===== src/rtl/seg_argmax_stream.sv =====
// Streaming per-pixel argmax: NUM_CLASSES signed logit beats in, one 8-bit label out, 1-cycle latency.
// Optional SEG_ARGMAX_SCORE_OUT_EN adds out_score (winning logit, aligned with out_label).
module seg_argmax_stream #(
  parameter int INPUT_WIDTH  = 224,
  parameter int INPUT_HEIGHT = 224,
  parameter int NUM_CLASSES  = 21,
  parameter int SCORE_W      = 16
) (
  input  logic                      clk,
  input  logic                      rst,
  input  logic                      start,
  input  logic                      in_valid,
  output logic                      in_ready,
  input  logic signed [SCORE_W-1:0] in_score,
  output logic                      out_valid,
  input  logic                      out_ready,
  output logic [7:0]                out_label,
  output logic                      out_last,
  output logic                      busy,
  output logic                      frame_done
`ifdef SEG_ARGMAX_SCORE_OUT_EN
  ,
  output logic signed [SCORE_W-1:0] out_score
`endif
);

  localparam logic [7:0]  LAST_CLS = 8'(NUM_CLASSES - 1);
  localparam logic [31:0] LAST_PIX = 32'(INPUT_WIDTH * INPUT_HEIGHT - 1);

  typedef enum logic {IDLE, RUN} state_t;

  state_t state, next_state;

  logic [7:0]                class_cnt;
  logic [31:0]               pix_cnt;
  logic signed [SCORE_W-1:0] run_max;
  logic [7:0]                run_idx;
  logic                      final_label_pending;

  logic                      accept;
  logic                      last_beat;
  logic                      last_pix;
  logic                      final_hs;
  logic signed [SCORE_W-1:0] cand_max;
  logic [7:0]                cand_idx;

  assign in_ready  = (state == RUN) && (!out_valid || out_ready) && !final_label_pending;
  assign accept    = in_valid && in_ready;
  assign last_beat = (class_cnt == LAST_CLS);
  assign last_pix  = (pix_cnt == LAST_PIX);
  assign final_hs  = (state == RUN) && out_valid && out_ready && out_last;
  assign busy      = (state == RUN);

  // The current beat is folded in so the last beat's label can register without an extra cycle.
  always_comb begin
    cand_max = run_max;
    cand_idx = run_idx;
    if ((class_cnt == 8'd0) || (in_score > run_max)) begin
      cand_max = in_score;
      cand_idx = class_cnt;
    end
  end

  always_ff @(posedge clk) begin
    if (rst) begin
      state <= IDLE;
    end else begin
      state <= next_state;
    end
  end

  always_comb begin
    next_state = state;
    case (state)
      IDLE:    if (start) next_state = RUN;
      RUN:     if (final_hs) next_state = IDLE;
      default: next_state = IDLE;
    endcase
  end

  always_ff @(posedge clk) begin
    if (rst) begin
      class_cnt           <= 8'd0;
      pix_cnt             <= 32'd0;
      run_max             <= '0;
      run_idx             <= 8'd0;
      final_label_pending <= 1'b0;
      out_valid           <= 1'b0;
      out_label           <= 8'd0;
      out_last            <= 1'b0;
      frame_done          <= 1'b0;
`ifdef SEG_ARGMAX_SCORE_OUT_EN
      out_score           <= '0;
`endif
    end else begin
      frame_done <= final_hs;

      if (state == IDLE) begin
        final_label_pending <= 1'b0;
        if (start) begin
          class_cnt <= 8'd0;
          pix_cnt   <= 32'd0;
          run_max   <= '0;
          run_idx   <= 8'd0;
        end
      end

      if (accept) begin
        run_max <= cand_max;
        run_idx <= cand_idx;
        if (last_beat) begin
          class_cnt <= 8'd0;
          pix_cnt   <= pix_cnt + 32'd1;
          if (last_pix) final_label_pending <= 1'b1;
        end else begin
          class_cnt <= class_cnt + 8'd1;
        end
      end

      // A new label may replace the one handing off this same cycle.
      if (accept && last_beat) begin
        out_valid <= 1'b1;
        out_label <= cand_idx;
        out_last  <= last_pix;
`ifdef SEG_ARGMAX_SCORE_OUT_EN
        out_score <= cand_max;
`endif
      end else if (out_valid && out_ready) begin
        out_valid <= 1'b0;
        out_last  <= 1'b0;
      end
    end
  end

endmodule

===== config.mk =====
export PLATFORM = sky130hd
export DESIGN_NAME = seg_argmax_stream
export DESIGN_NICKNAME = d
export VERILOG_FILES = /design/src/rtl/seg_argmax_stream.sv
export SDC_FILE = /design/constraint.sdc
export NUM_CORES = 1
export LEC_CHECK = 0
export BUFFER_PORTS_ARGS = -buffer_cell sky130_fd_sc_hd__buf_2
export CAP_MARGIN = 20
export CORE_ASPECT_RATIO = 0.7
export CORE_MARGIN = 8
export CORE_UTILIZATION = 30
export DETAILED_ROUTE_END_ITERATION = 6
export PLACE_DENSITY_LB_ADDON = 0.25
export SETUP_SLACK_MARGIN = 0.02
export SLEW_MARGIN = 20
export SYNTH_ARGS = -nofsm -noshare
export SYNTH_HDL_FRONTEND = slang
export SYNTH_SLANG_ARGS = --single-unit

===== constraint.sdc =====
create_clock -name clk -period 5.8 [get_ports clk]
set_input_delay 0.58 -clock clk [delete_from_list [all_inputs] [get_ports clk]]
set_output_delay 0.58 -clock clk [all_outputs]
set_load 0.05 [all_outputs]

# Word-level counts from Yosys, hierarchy flattened
# Index checks and enable logic that the tools add are counted.
[word_totals]
ff_bits = 77
in_bits = 21
out_inout_bits = 13
elab_cells = 59
[op_classes]
addsub = 2
order_cmp = 1
n_eq_ne = 4
mux = 24
bitwise = 1
n_reduce_logical = 17
[ops]
columns = ["operator", "n"]
rows = [
  ["$mux 32", 4],
  ["$mux 16", 4],
  ["$mux 8", 6],
  ["$add 32x1->32 const B", 1],
  ["$eq 32x16->1 const B", 1],
  ["$gt 16x16->1", 1],
  ["$mux 1", 9],
  ["$add 8x1->8 const B", 1],
  ["$eq 8x5->1 const B", 1],
  ["$logic_and 1x1->1", 8],
  ["$logic_not 8->1", 1],
  ["$ne 2x1->1 const B", 2],
  ["$reduce_bool 2->1", 2],
  ["$reduce_and 3->1", 1],
  ["$logic_not 1->1", 2],
  ["$logic_or 1x1->1", 2],
  ["$pmux 1 s2", 1],
  ["$reduce_and 2->1", 1],
  ["$not 1->1", 1],
]

# Logic depth before layout (Yosys ltp)
# Gate-level depths: netlist of run 1.
[depth]
word_depth = 7
ltp_mapped = 9
mapped_depth_nobuf = 8

# Least setup slack after synthesis of run 1
# Ideal clock, no wire load.
[synth_timing]
path_kind = "input to register"
startpoint = "input port in_score[15]"
endpoint = "register run_idx[3]"
setup_ps = 117
arrival_ps = 2528
required_time_ps = 5683
slack_ps = 3156
path_stages = 8
path_buffers = 1
cell_sequence = "ha_1 -> nand4_2 -> or4_1 -> a31o_1 -> a31oi_4 -> a21boi_4 -> buf_6 -> a22o_1"
[synth_between]
elab_chain_cells = 4
[synth_rtl]
columns = ["item", "line", "text"]
rows = [
  ["start, declared", "14", "input logic signed [SCORE_W-1:0] in_score,"],
  ["$gt 16x16->1", "58", "if ((class_cnt == 8'd0) || (in_score > run_max)) begin"],
  ["$logic_or 1x1->1", "58", ""],
  ["$mux 8", "58", ""],
  ["$mux 8", "108", "if (accept) begin"],
  ["end signal, assigned", "110", "run_idx <= cand_idx;"],
  ["end, declared", "37", "logic [7:0] run_idx;"],
]
# Every way passes these cells.
# A chain may end at the register's enable or synchronous reset.

# Worst setup path after layout of run 1
[layout_timing]
startpoint = "register run_max[15]"
endpoint = "register run_idx[1]"
[layout_between]
elab_chain_cells = 4
[layout_rtl]
columns = ["item", "line", "text"]
rows = [
  ["start, declared", "36", "logic signed [SCORE_W-1:0] run_max;"],
  ["start signal, assigned", "109", "run_max <= cand_max;"],
  ["$gt 16x16->1", "58", ""],
  ["$logic_or 1x1->1", "58", ""],
  ["$mux 8", "58", ""],
  ["$mux 8", "108", ""],
]
# Every way passes these cells.

==> reports/results.env, run 1 <==
RUN_STATUS='finished clean'
NETLIST_AREA_UM2=3700
CLOCK-SKEW-FINAL_NS=0.00614
POST_ROUTE_CELLS_DRIVE_ABOVE_1_SHARE_PCT=13.8
INITIAL_CORE_UTILIZATION_PCT=30.3
SYN_TO_FINAL_GROWTH_PCT=14.6
DETAIL_ROUTE.VIAS_PER_CELL=4.93
YOSYSSEQAREASHARE_PCT=41.7
MAX_FREQ_MHz=341
NUMBER_OF_HOLD_VIOLATIONS_IN_THE_FINAL_REPORT=0
FP.DIEAREA_UM2=16200
CTS.HOLD.BUFFERS_ADDED=0
REG2REG_FROM='run_max[15]'
GRT_OVERFLOW_TOTAL=0
DETAILROUTE.WIRELENGTH.MET3_UM=464
HOLD_CLASS='reg -> reg'
CRITICAL_PATH_PEAK_FANOUT=24
FIN_NETS=491
ANTENNA_CELLS=0
SYNTH_CELL_TYPES=49
SYNTH_AREA_PER_CELL_UM2=8.73
PD_CELLS_nW_PER_UM2=268
FINAL.SETUP.TNS_NS=0
GRT_SETUP_UNREPAIRED='false'
STATIC-LEAKAGE-POWER_nW=1.56
CRIT_PATH_CELL_TRACE='inv_1, ha_1, nand4_2, or4_1, o21ai_0, a21o_1, a31o_2, a22o_2'
PORT_BUFFERS=33
SETUP.WORST_PATH.CLASS='reg -> reg'
CTS_MADE_BUFFERS=9
SETUP.REG_TO_REG.WORST_SLACK_NS=2.87
HOLD_START='out_label[6]'
ENDPOINT_KIND='register'
PEAKVDDDROP_uV=134
ANTENNA_FOUND_INITIAL=0
CLKSLEWWORSTSETUPHOLDPATHS_NS=0.06
CTS_RESIZED=0
FIRST_GLOBAL_VIAS=2877
TRACK_USAGE_PCT=11.3
MOSTFREQUENTLAYOUTCELLS='dfxtp_1 (77), nor2_1 (53), nand2_1 (36)'
REGISTER_BIT_TOTAL_FROM_SYNTHESIS=77
H_TREE_LEVELS=3
WORST_HOLD_PATH.ENDPOINT='out_label[6]'
CRITPATHREQUIREDTIME_NS=6.07
DRT_DRC_VIOLATIONS_LEFT=0
CRITICAL_PATH.MAX_STAGE_DELAY_NS=0.59
NUMBER_OF_SYNTHESIZED_FLOPS_WITH_AN_ENABLE_PIN=0
REGTOREGENDPOINT='run_idx[1]'
DIE_H_UM=109
WHS_PATH_DEPTH=2
CP_SLOWEST_CELL='a31o_2'
CLK_LATENCY_NS=0.33
AREA_OF_THE_CORE_REGION_UM2=12200
FINALMAXSLEWVIOLATIONS=0
SYNTHESIS.NETS=464
DIE_W_UM=149
YOSYS_MOST_USED_DFF='dfxtp_1'
YOSYS_WARNINGS=0
RR_WORST_DEPTH=8
FILLERS=1234
ROUTE.FINAL.WIRE_LENGTH_MM=8.85
CRITPATHTOPFAMILY='compound AO/OA/AOI/OAI gates'
CRITPATHARRIVALTIME_NS=3.21
MAX_SLEW_HEADROOM_AT_THE_WORST_PIN_PCT=33.7
DETAIL-ROUTE-ANTENNA-NETS=0
FIRST_PASS_ITERS=4
MAX_SLEW.WORST_PIN.SLEW_NS=0.990
DR.MAX_LAYER_USED='met4'
SYNTHARSTFLOPSHARE_PCT=0
POST-CTS-SETUP-BUFFER-COUNT=0
WL_MET1_MM=4.70
ROWS=34
ROOT_BUFFER='clkbuf_16'
MOSTFREQUENTLAYOUTCELL='dfxtp_1'
GRT_FIRST_PASS_WIRELENGTH_MM=14.7
CRIT_BUF_INV=1
SETUP_VIOLATIONS=0
CLKSINKCOUNT=77
TOTALPOWERFINAL_W=0.00114
DRT_ITER0_MARKERS=222
CTS_BUFFER_DEPTH=2
TIMING.FINAL.CRIT_SHARE_PCT=50.6
DETAILROUTE.VIA_COUNT=3040
POST_SYNTH_INST_COUNT=424
MET2_WIRELENGTH_MM=3.59
FIN_CRIT_NS=2.93
PLACE_HPWL_MM=6.30
TIMING.CRITICAL_PATH.FROM_TYPE='register'
ROUTED_WIRE_LENGTH_PER_INSTANCE_UM=14.3
TRITONCTS='done'
GP_ROUTABILITY_CONGESTION=0.830
MAXCAPVIOLCOUNT=0
GRT_START_MAX_NET_PINS=31
IO_PINS=34
-- metal layers --
| layer | vias up | GRT usage (%) |
|---|---|---|
| li1 | 1570 | - |
| met1 | 1409 | 16.1 |
| met2 | 53 | 15.8 |
| met3 | 8 | 3.48 |
| met4 | 0 | 4.09 |
| met5 | - | 0 |
-- layout make-up --
cell class	instances	area (um2)	share of cell area, %
Clock inverter	4	25.0	0.590
Sequential cell	77	1540	36.3
Clock buffer	11	243	5.72
Inverter	23	86.3	2.04
Timing Repair Buffer	34	173	4.07
Multi-Input combinational cell	306	1970	46.5
Tap cell	162	203	4.78
-- metrics by stage --
step | hold WS, ns | worst slack [ns] | cells | util [%] | instance area (um2)
CTS | 0.451 | 2.85 | 617 | 34.7 | 4240
global route | 0.476 | 2.61 | 617 | 34.7 | 4240
floorplan | 0.440 | 3.16 | 424 | - | 3700
finish | 0.445 | 2.87 | 617 | 34.7 | 4240
detailed placement | 0.444 | 2.54 | 602 | 32.5 | 3970
global placement | 0.437 | 2.64 | 602 | 32.5 | 3970
-- cells by family (layout without fill, tap and decap cells) --
| group | Yosys count | count (layout) | share of synthesized area [%] |
|---|---|---|---|
| fa+ha+maj | 19 | 19 | 6.43 |
| buf+inv | 41 | 72 | 5.07 |
| simple gates | 184 | 184 | 25.4 |
| mux | 1 | 1 | 0.271 |
| xor+xnor | 24 | 24 | 5.68 |
| flops | 77 | 77 | 41.7 |
| compound gates | 78 | 78 | 15.5 |
-- sequential cells by signal (all words and copies together) (netlist names) --
register and count:
run_max 16, frame_done 1, pix_cnt 32, out_last 1, out_label 8, final_label_pending 1, class_cnt 8, busy 1
out_valid 1, run_idx 8
-- worst register-to-register path: stages (launching register included) --
cell and delay [ns]:
dfxtp_1 0.32, inv_1 0.04, ha_1 0.33, nand4_2 0.17, or4_1 0.59, o21ai_0 0.24, a21o_1 0.38, a31o_2 0.59
a22o_2 0.23
-- worst max-delay path by stage --
stage	cells past startpoint	startpoint	slack, ns	to
5_1_grt	8	run_max[15]	2.61	run_idx[1]
4_1_cts	8	run_max[15]	2.85	run_idx[1]
3_3_place_gp	8	in_score[15]	2.64	run_idx[1]
6_report	8	run_max[15]	2.87	run_idx[1]
2_1_floorplan	8	in_score[15]	3.16	run_idx[3]
3_5_place_dp	8	in_score[15]	2.54	run_idx[1]
-- cell usage after synthesis, types with 10 or more instances --
master | count | share of area [%]
clkbuf_1 | 11 | 1.1
nand4_1 | 14 | 2.4
nor4_1 | 14 | 2.4
nor3_1 | 10 | 1.4
nand3_1 | 17 | 2.3
a21oi_1 | 26 | 3.5
a22o_1 | 20 | 4.7
dfxtp_1 | 77 | 42
nand2_1 | 36 | 3.7
nor2_1 | 53 | 5.4
ha_1 | 19 | 6.4
xnor2_1 | 18 | 4.3
inv_1 | 23 | 2.3
-- power breakdown --
part	leakage [nW]	internal (W)	switching (W)	total (W)
clock network	0.127	0.000298	0.000220	0.000517
registers	0.621	0.000534	0.00000371	0.000538
logic	0.814	0.0000275	0.0000534	0.0000809
Power figures use the tool's default switching activity.
==> inputs of run 2 (changes only) <==
Settings changed: ABC_AREA set to 1.
Clock period 5.8 ns to 2.7 ns, I/O delays scaled along.
==> run 2 against run 1 <==
Against the previous run:
- sequential share of layout area down 4.9 points
- design area increased by 16%
- critical endpoint is now out_label[6]
- critical path depth rose by 5
- synthesized cell count increased by 44%
- highest routed layer is now met5
- worst setup slack got worse by 2.4 ns
- via count up 29%
- global-route usage grew 1.3 points
- core utilization up 0.51 points
- final cell count increased by 36%
- area after synthesis increased by 16%
- die area increased by 14%
- largest cell class unchanged
- clock power increased by 120%
==> reports/results.env, run 2 <==
CLOCK_POWER_SHARE_PCT=45.0
CRITPATHREQUIREDTIME_NS=2.93
POST-CTS-SETUP-BUFFER-COUNT=0
SYNTH_TOP_FAMILY_BY_AREA='simple AND/OR/NAND/NOR gates'
CLOCK-SKEW-FINAL_NS=0.00798
SYNTH_AREA_PER_CELL_UM2=6.99
SYNTHESIS.NETS=652
PEAKVDDDROP_uV=300
FIN_CELLS=837
ENDPOINT_KIND='register'
H_TREE_LEVELS=3
IO_PINS=34
CLK_LATENCY_NS=0.33
FINALMAXSLEWVIOLATIONS=0
SYNTH-COMPOUND-AREA-SHARE_PCT=14.3
SETUP.REG_TO_REG.WORST_SLACK_NS=0.44
ROWS=36
GRT_FIRST_PASS_WIRELENGTH_MM=18.6
CLKSINKCOUNT=77
MAX_FREQ_MHz=443
AREA_OF_THE_CORE_REGION_UM2=13900
CTS_MADE_BUFFERS=9
YOSYS_MOST_USED_DFF='dfxtp_1'
SYNTH_MUX_AREA_SHARE_PCT=0
SYNTH.TOP_CELL.AREA_SHARE_PCT=36.1
YOSYS_WARNINGS=0
WHS_PATH_DEPTH=3
DETAILROUTE.VIA_COUNT=3918
PORT_BUFFERS=33
GRT_START_MAX_NET_PINS=50
SYNTH_AREA_LEADERS='dfxtp_1 (36%), nand2_1 (11%), inv_1 (8.4%), a21oi_1 (7.3%), ha_1 (5.6%)'
MAX_SLEW.WORST_PIN.SLEW_NS=0.573
CP_COMMON_CELL='nand2_1'
CRITICAL_PATH_PEAK_FANOUT=23
YOSYSSEQAREASHARE_PCT=36.1
CLKSLEWWORSTSETUPHOLDPATHS_NS=0.06
POST_SYNTH_AND_OR_NAND_NOR_AREA_FRACTION_PCT=32.4
LARGEST_REG_FLOPS=32
POST-PLACE-CELLS=822
FP.DIEAREA_UM2=18400
SYNTH_CELL_TYPES=45
NUMBER_OF_HOLD_VIOLATIONS_IN_THE_FINAL_REPORT=0
CRITICAL_PATH.MAX_STAGE_DELAY_NS=0.33
ANTENNA_CELLS=0
DRT_DRC_VIOLATIONS_LEFT=0
MAX_FLOP_REGISTER='pix_cnt'
GRT_SETUP_UNREPAIRED='false'
DETAIL_ROUTE.VIAS_PER_CELL=4.68
TIMING.CRITICAL_PATH.FROM_TYPE='register'
TRITONCTS='done'
TIMING.FINAL.CRIT_SHARE_PCT=83.5
SETUP_VIOLATIONS=0
POST_ROUTE_CELLS_DRIVE_ABOVE_1_SHARE_PCT=13.1
POST_SYNTH_FA_HA_MAJ_AREA_FRACTION_PCT=5.56
SWITCHING_POWER_W=0.000602
SYNTH_LARGEST_AREA_CELL='dfxtp_1'
RUN_STATUS='finished clean'
CRITPATHARRIVALTIME_NS=2.49
HOLDWS_NS=0.221
SWITCHING_SHARE_PCT=24.0
CRIT_BUF_INV=2
GP_ROUTABILITY_CONGESTION=0.833
SETUP.WORST_PATH.CLASS='reg -> reg'
REG_TOP3='pix_cnt x32, run_max x16'
TRACK_USAGE_PCT=12.6
MOSTFREQUENTLAYOUTCELL='nand2_1'
POST_SYNTH_INST_COUNT=612
CTS.HOLD.BUFFERS_ADDED=0
SYNTHARSTFLOPSHARE_PCT=0
ROUTED_WIRE_LENGTH_PER_INSTANCE_UM=13.2
FINAL.SETUP.TNS_NS=0
DIE_W_UM=159
REGISTER_BIT_TOTAL_FROM_SYNTHESIS=77
SYNTH_MOST_COMMON_CELL='nand2_1'
MAXCAPVIOLCOUNT=0
SYN_TO_FINAL_GROWTH_PCT=14.7
POWER_FRAC_SEQ_PCT=46.1
WORST_HOLD_PATH.ENDPOINT='run_max[3]'
FIRST_PASS_ITERS=4
STATIC-LEAKAGE-POWER_nW=1.99
PLACE_HPWL_MM=8.22
DIE_H_UM=116
REG2REG_FROM='run_max[15]'
INITIAL_CORE_UTILIZATION_PCT=30.7
CRIT_PATH_CELL_TRACE='inv_1, ha_1, nand2_1, nor3_2, nand2_1, nand3_1, nand3_4, nand2_4, nand2_1, nand2_1, nand2_1, nand2_1, inv_1'
CTS_RESIZED=0
HOLD_START='in_score[3]'
NUMBER_OF_SYNTHESIZED_FLOPS_WITH_AN_ENABLE_PIN=0
RR_WORST_DEPTH=13
POWER_FRAC_COMB_PCT=8.9
ANTENNA_FOUND_INITIAL=1
CRITPATHTOPFAMILY='simple AND/OR/NAND/NOR gates'
YOSYS.AREA_SHARE.XOR_XNOR_PCT=0.410
CTS_BUFFER_DEPTH=2
ROOT_BUFFER='clkbuf_16'
DRT_ITER0_MARKERS=255
FIN_NETS=683
FINAL_CORE_UTILIZATION_PCT=35.2
PD_CELLS_nW_PER_UM2=512
YS_TOP_CELLS_BY_COUNT='nand2_1 (130), inv_1 (96), dfxtp_1 (77)'
P_INT_W=0.00191
CP_SLOWEST_CELL='dfxtp_1'
ROUTE.FINAL.WIRE_LENGTH_MM=11.0
GRT_OVERFLOW_TOTAL=0
REGTOREGENDPOINT='out_label[6]'
MAX_SLEW_HEADROOM_AT_THE_WORST_PIN_PCT=61.8
DETAIL-ROUTE-ANTENNA-NETS=0
NETLIST_AREA_UM2=4280
FIRST_GLOBAL_VIAS=3701
MOSTFREQUENTLAYOUTCELLS='nand2_1 (130), inv_1 (96), dfxtp_1 (77)'
FIN_CRIT_NS=2.26
HOLD_CLASS='in -> reg'
-- run 2: cell count changes after synthesis, moves of 5 or more --
cell     change
nand2_1     +94
and3_1       -8
xnor2_1     -18
nand2_2      +5
nor3_1       +7
nand3_1     +29
a21oi_1     +36
nor4_1      -11
a22o_1      -20
o21ai_0     +15
inv_1       +73
-- run 2: stage by stage --
stage                     total power, W  cell area (um2)  setup slack [ns]
after floorplan                  0.00134             4280             0.543
after global placement           0.00140             4630             0.442
after detailed placement         0.00140             4630             0.408
after CTS                        0.00255             4910             0.427
after global routing             0.00263             4910             0.227
final                            0.00251             4910             0.444
-- run 2: worst reg2reg max path: cells and delay by family (launching register included) --
family,cells,cell delay (ns)
buf+inv,2,0.08
simple gates,10,1.41
flops,1,0.33
fa+ha+maj,1,0.33
-- run 2: worst max path at each step --
stage | endpoint | slack (ns) | start | cells after the start
5_1_grt | out_label[6] | 0.23 | run_max[15] | 13
3_5_place_dp | out_label[3] | 0.41 | in_score[15] | 13
6_report | out_label[6] | 0.44 | run_max[15] | 13
4_1_cts | out_label[3] | 0.43 | run_max[15] | 13
3_3_place_gp | out_label[6] | 0.44 | in_score[15] | 13
2_1_floorplan | pix_cnt[5] | 0.54 | busy | 10
-- run 2: per-layer routing --
metal  up-vias  share of wire [%]  routed length [um]  track usage, %
met5         -               0.12                  13               0
met4         2               0.86                  95            3.76
met3         8                4.8                 525            2.91
met2        67                 43                4790            19.3
met1      1785                 51                5610            17.3
li1       2056                  -                   -               -
-- run 2: power groups by stage --
stage	sequential [W]	clock [W]	combinational, W
after detailed placement	0.00118	0	0.000224
after floorplan	0.00118	0	0.000154
after CTS	0.00116	0.00117	0.000225
after global routing	0.00116	0.00122	0.000253
final	0.00116	0.00113	0.000223
after global placement	0.00118	0	0.000221
-- run 2: area by class of cell --
type | count | area (um2)
fill | 1464 | 9010
multi-input combinational | 417 | 2250
inverter | 99 | 373
tap | 190 | 238
timing repair buffer | 39 | 223
clock inverter | 1 | 5.00
clock buffer | 14 | 274
sequential | 77 | 1540
-- run 2: cell families after synthesis --
kind of cell               after synthesis
buffers and inverters                  118
and+or+nand+nor                        287
adders and majority gates               19
xor gates and xnor gates                 2
DFF                                     77
AOI/OAI and AO/OA                      109
==> inputs of run 3 (changes only) <==
Clock period 2.7 ns to 2.25 ns, I/O delays scaled along.
==> run 3 against run 2 <==
Against the previous run:
- clock power grew 43%
- worst hold slack got worse by 0.067 ns
- register-to-register slack got worse by 0.29 ns
- non-clock buffer count is 15 higher
- power up 34%
- design area is 7.2% higher
- clock skew grew 0.0031 ns
- maximum frequency rose by 7.5%
- flip-flop and latch count stayed put
- core utilization rose by 2.5 points
- wire length grew 3.9%
- highest routed layer is now met4
- sequential power is 20% higher
==> reports/results.env, run 3 (synthesis gave the netlist of run 2 again) <==
ENDPOINT_KIND='register'
MOSTFREQUENTLAYOUTCELL='nand2_1'
PEAKVDDDROP_uV=249
SWITCHING_SHARE_PCT=25.2
ROUTED_WIRE_LENGTH_PER_INSTANCE_UM=13.4
SETUP_VIOLATIONS=0
PLACE_WS_NS=0.0779
SWITCHING_POWER_W=0.000844
PD_CELLS_nW_PER_UM2=638
SETUP.WORST_PATH.CLASS='reg -> reg'
POST_ROUTE_CELLS_DRIVE_ABOVE_1_SHARE_PCT=20.2
SETUP.REG_TO_REG.WORST_SLACK_NS=0.15
GRT_OVERFLOW_TOTAL=0
MOSTFREQUENTLAYOUTCELLS='nand2_1 (120), inv_1 (94), dfxtp_1 (73)'
H_TREE_LEVELS=3
DIE_H_UM=116
WORST_HOLD_PATH.ENDPOINT='run_max[5]'
TOTALPOWERFINAL_W=0.00335
CRITPATHREQUIREDTIME_NS=2.50
REGTOREGENDPOINT='out_label[2]'
MAX_FLOP_REGISTER='pix_cnt'
FINALWORSTSETUPSLACK_NS=0.152
MAX_SLEW_HEADROOM_AT_THE_WORST_PIN_PCT=65.1
ROUTE.FINAL.WIRE_LENGTH_MM=11.5
STATIC-LEAKAGE-POWER_nW=2.13
IO_PINS=34
REG2REG_FROM='run_max[13]'
ANTENNA_FOUND_INITIAL=0
POWER_FRAC_SEQ_PCT=41.3
FINALINSTANCEAREA_UM2=5260
FIN_NETS=700
POST_DP_CELL_AREA_UM2=4650
TIMING.FINAL.CRIT_SHARE_PCT=93.3
FINALMAXSLEWVIOLATIONS=0
DRT_ITER0_MARKERS=282
ANTENNA_CELLS=0
FIN_CRIT_NS=2.10
RR_WORST_DEPTH=14
AREA_OF_THE_CORE_REGION_UM2=13900
CTS_MADE_BUFFERS=9
CLKSINKCOUNT=77
SYN_TO_FINAL_GROWTH_PCT=23.0
CTS_BUFFER_DEPTH=2
MAXCAPVIOLCOUNT=0
CRITPATHARRIVALTIME_NS=2.35
PLACE_HPWL_MM=8.33
GRT_START_MAX_NET_PINS=32
CLKSLEWWORSTSETUPHOLDPATHS_NS=0.07
FILLERS=1447
GRT_FIRST_PASS_WIRELENGTH_MM=19.1
HOLD_START='in_score[5]'
FINAL.SETUP.TNS_NS=0
DETAILROUTE.VIA_COUNT=4080
NUMBER_OF_HOLD_VIOLATIONS_IN_THE_FINAL_REPORT=0
DIE_W_UM=159
CTS.HOLD.BUFFERS_ADDED=0
CLK_LATENCY_NS=0.35
POWER_FRAC_COMB_PCT=10.2
ROWS=36
MAX_FREQ_MHz=477
MAX_SLEW.WORST_PIN.SLEW_NS=0.523
CRITICAL_PATH_PEAK_FANOUT=5
ROOT_BUFFER='clkbuf_16'
CLOCK-SKEW-FINAL_NS=0.0110
WHS_PATH_DEPTH=3
TRITONCTS='done'
RUN_STATUS='finished clean'
TRACK_USAGE_PCT=13.1
FIRST_GLOBAL_VIAS=3845
LARGEST_REG_FLOPS=32
CLOCK_POWER_SHARE_PCT=48.5
HOLD_CLASS='in -> reg'
FIRST_PASS_ITERS=5
TIMING.CRITICAL_PATH.FROM_TYPE='register'
PORT_BUFFERS=33
P_INT_W=0.00251
DRT_DRC_VIOLATIONS_LEFT=0
REG_TOP3='pix_cnt x32, run_max x16'
FP.DIEAREA_UM2=18400
INITIAL_CORE_UTILIZATION_PCT=30.7
DETAIL-ROUTE-ANTENNA-NETS=0
GP_ROUTABILITY_CONGESTION=0.841
DETAIL_ROUTE.VIAS_PER_CELL=4.77
run 3: cell types whose count changed in the layout (fill, tap and decap cells not counted), sizes merged:
cell	before	now
bufinv	0	2
buf	39	53
nand3	51	52
nand2	138	139
inv	98	99
clkinv	2	3
clkbuf	14	11
clkinvlp	0	1
run 3: worst max-delay path by stage:
| stage | slack (ns) | cells after the start | from | end |
|---|---|---|---|---|
| after CTS | 0.07 | 11 | run_max[15] | run_max[14] |
| after global routing | -0.005 | 14 | run_max[13] | out_label[0] |
| final | 0.15 | 14 | run_max[13] | out_label[2] |
| after global placement | 0.19 | 12 | in_score[13] | run_max[12] |
| after detailed placement | 0.08 | 11 | run_max[15] | run_max[14] |
| after floorplan | 0.09 | 10 | busy | pix_cnt[5] |
run 3: critical path, stage by stage, from the launching register on:
cell and delay (ns):
dfxtp_1 0.33, inv_1 0.05, ha_1 0.29, a21oi_2 0.15, o21ai_0 0.09, a21oi_1 0.21, buf_4 0.17, nand3_4 0.10
nand3_4 0.13, buf_4 0.13, nand3_1 0.09, nand2_2 0.12, nand2_1 0.06, nand2_1 0.05, inv_1 0.03
run 3: per-stage QoR:
| stage | cells | utilization [%] | hold WS, ns |
|---|---|---|---|
| after global placement | 827 | 33.4 | 0.438 |
| after detailed placement | 827 | 33.4 | 0.447 |
| after global routing | 855 | 37.8 | 0.158 |
| after CTS | 843 | 35.8 | 0.146 |
| after floorplan | 612 | - | 0.389 |
| final | 855 | 37.8 | 0.154 |
run 3: final cells by class:
cell class	instances	area [um2]	area share, %
clock buffer	10	239	4.55
clock inverter	6	93.8	1.78
inverter	99	373	7.09
multi-input combinational	419	2410	45.9
sequential	77	1550	29.4
tap	190	238	4.52
timing repair buffer	54	357	6.78
run 3: routing by layer:
layer | part of all wire [%] | GRT usage [%] | vias up
li1 | - | - | 2104
met1 | 51 | 18.1 | 1882
met2 | 43 | 19.1 | 85
met3 | 5.3 | 4.14 | 9
met4 | 1.1 | 3.57 | 0
met5 | 0 | 0 | -
run 3: power by group through the flow:
| stage | registers (W) | logic (W) | clock network, W |
|---|---|---|---|
| detailed placement | 0.00141 | 0.000280 | 0 |
| global placement | 0.00141 | 0.000276 | 0 |
| floorplan | 0.00142 | 0.000185 | 0 |
| finish | 0.00139 | 0.000342 | 0.00162 |
| global route | 0.00139 | 0.000381 | 0.00174 |
| CTS | 0.00138 | 0.000281 | 0.00167 |
run 3: what timing repair did:
action | 4_1_cts | 5_1_grt
resized for setup | 0 | 40
buffers inserted | 0 | 9
endpoints found under the setup margin | 0 | 28
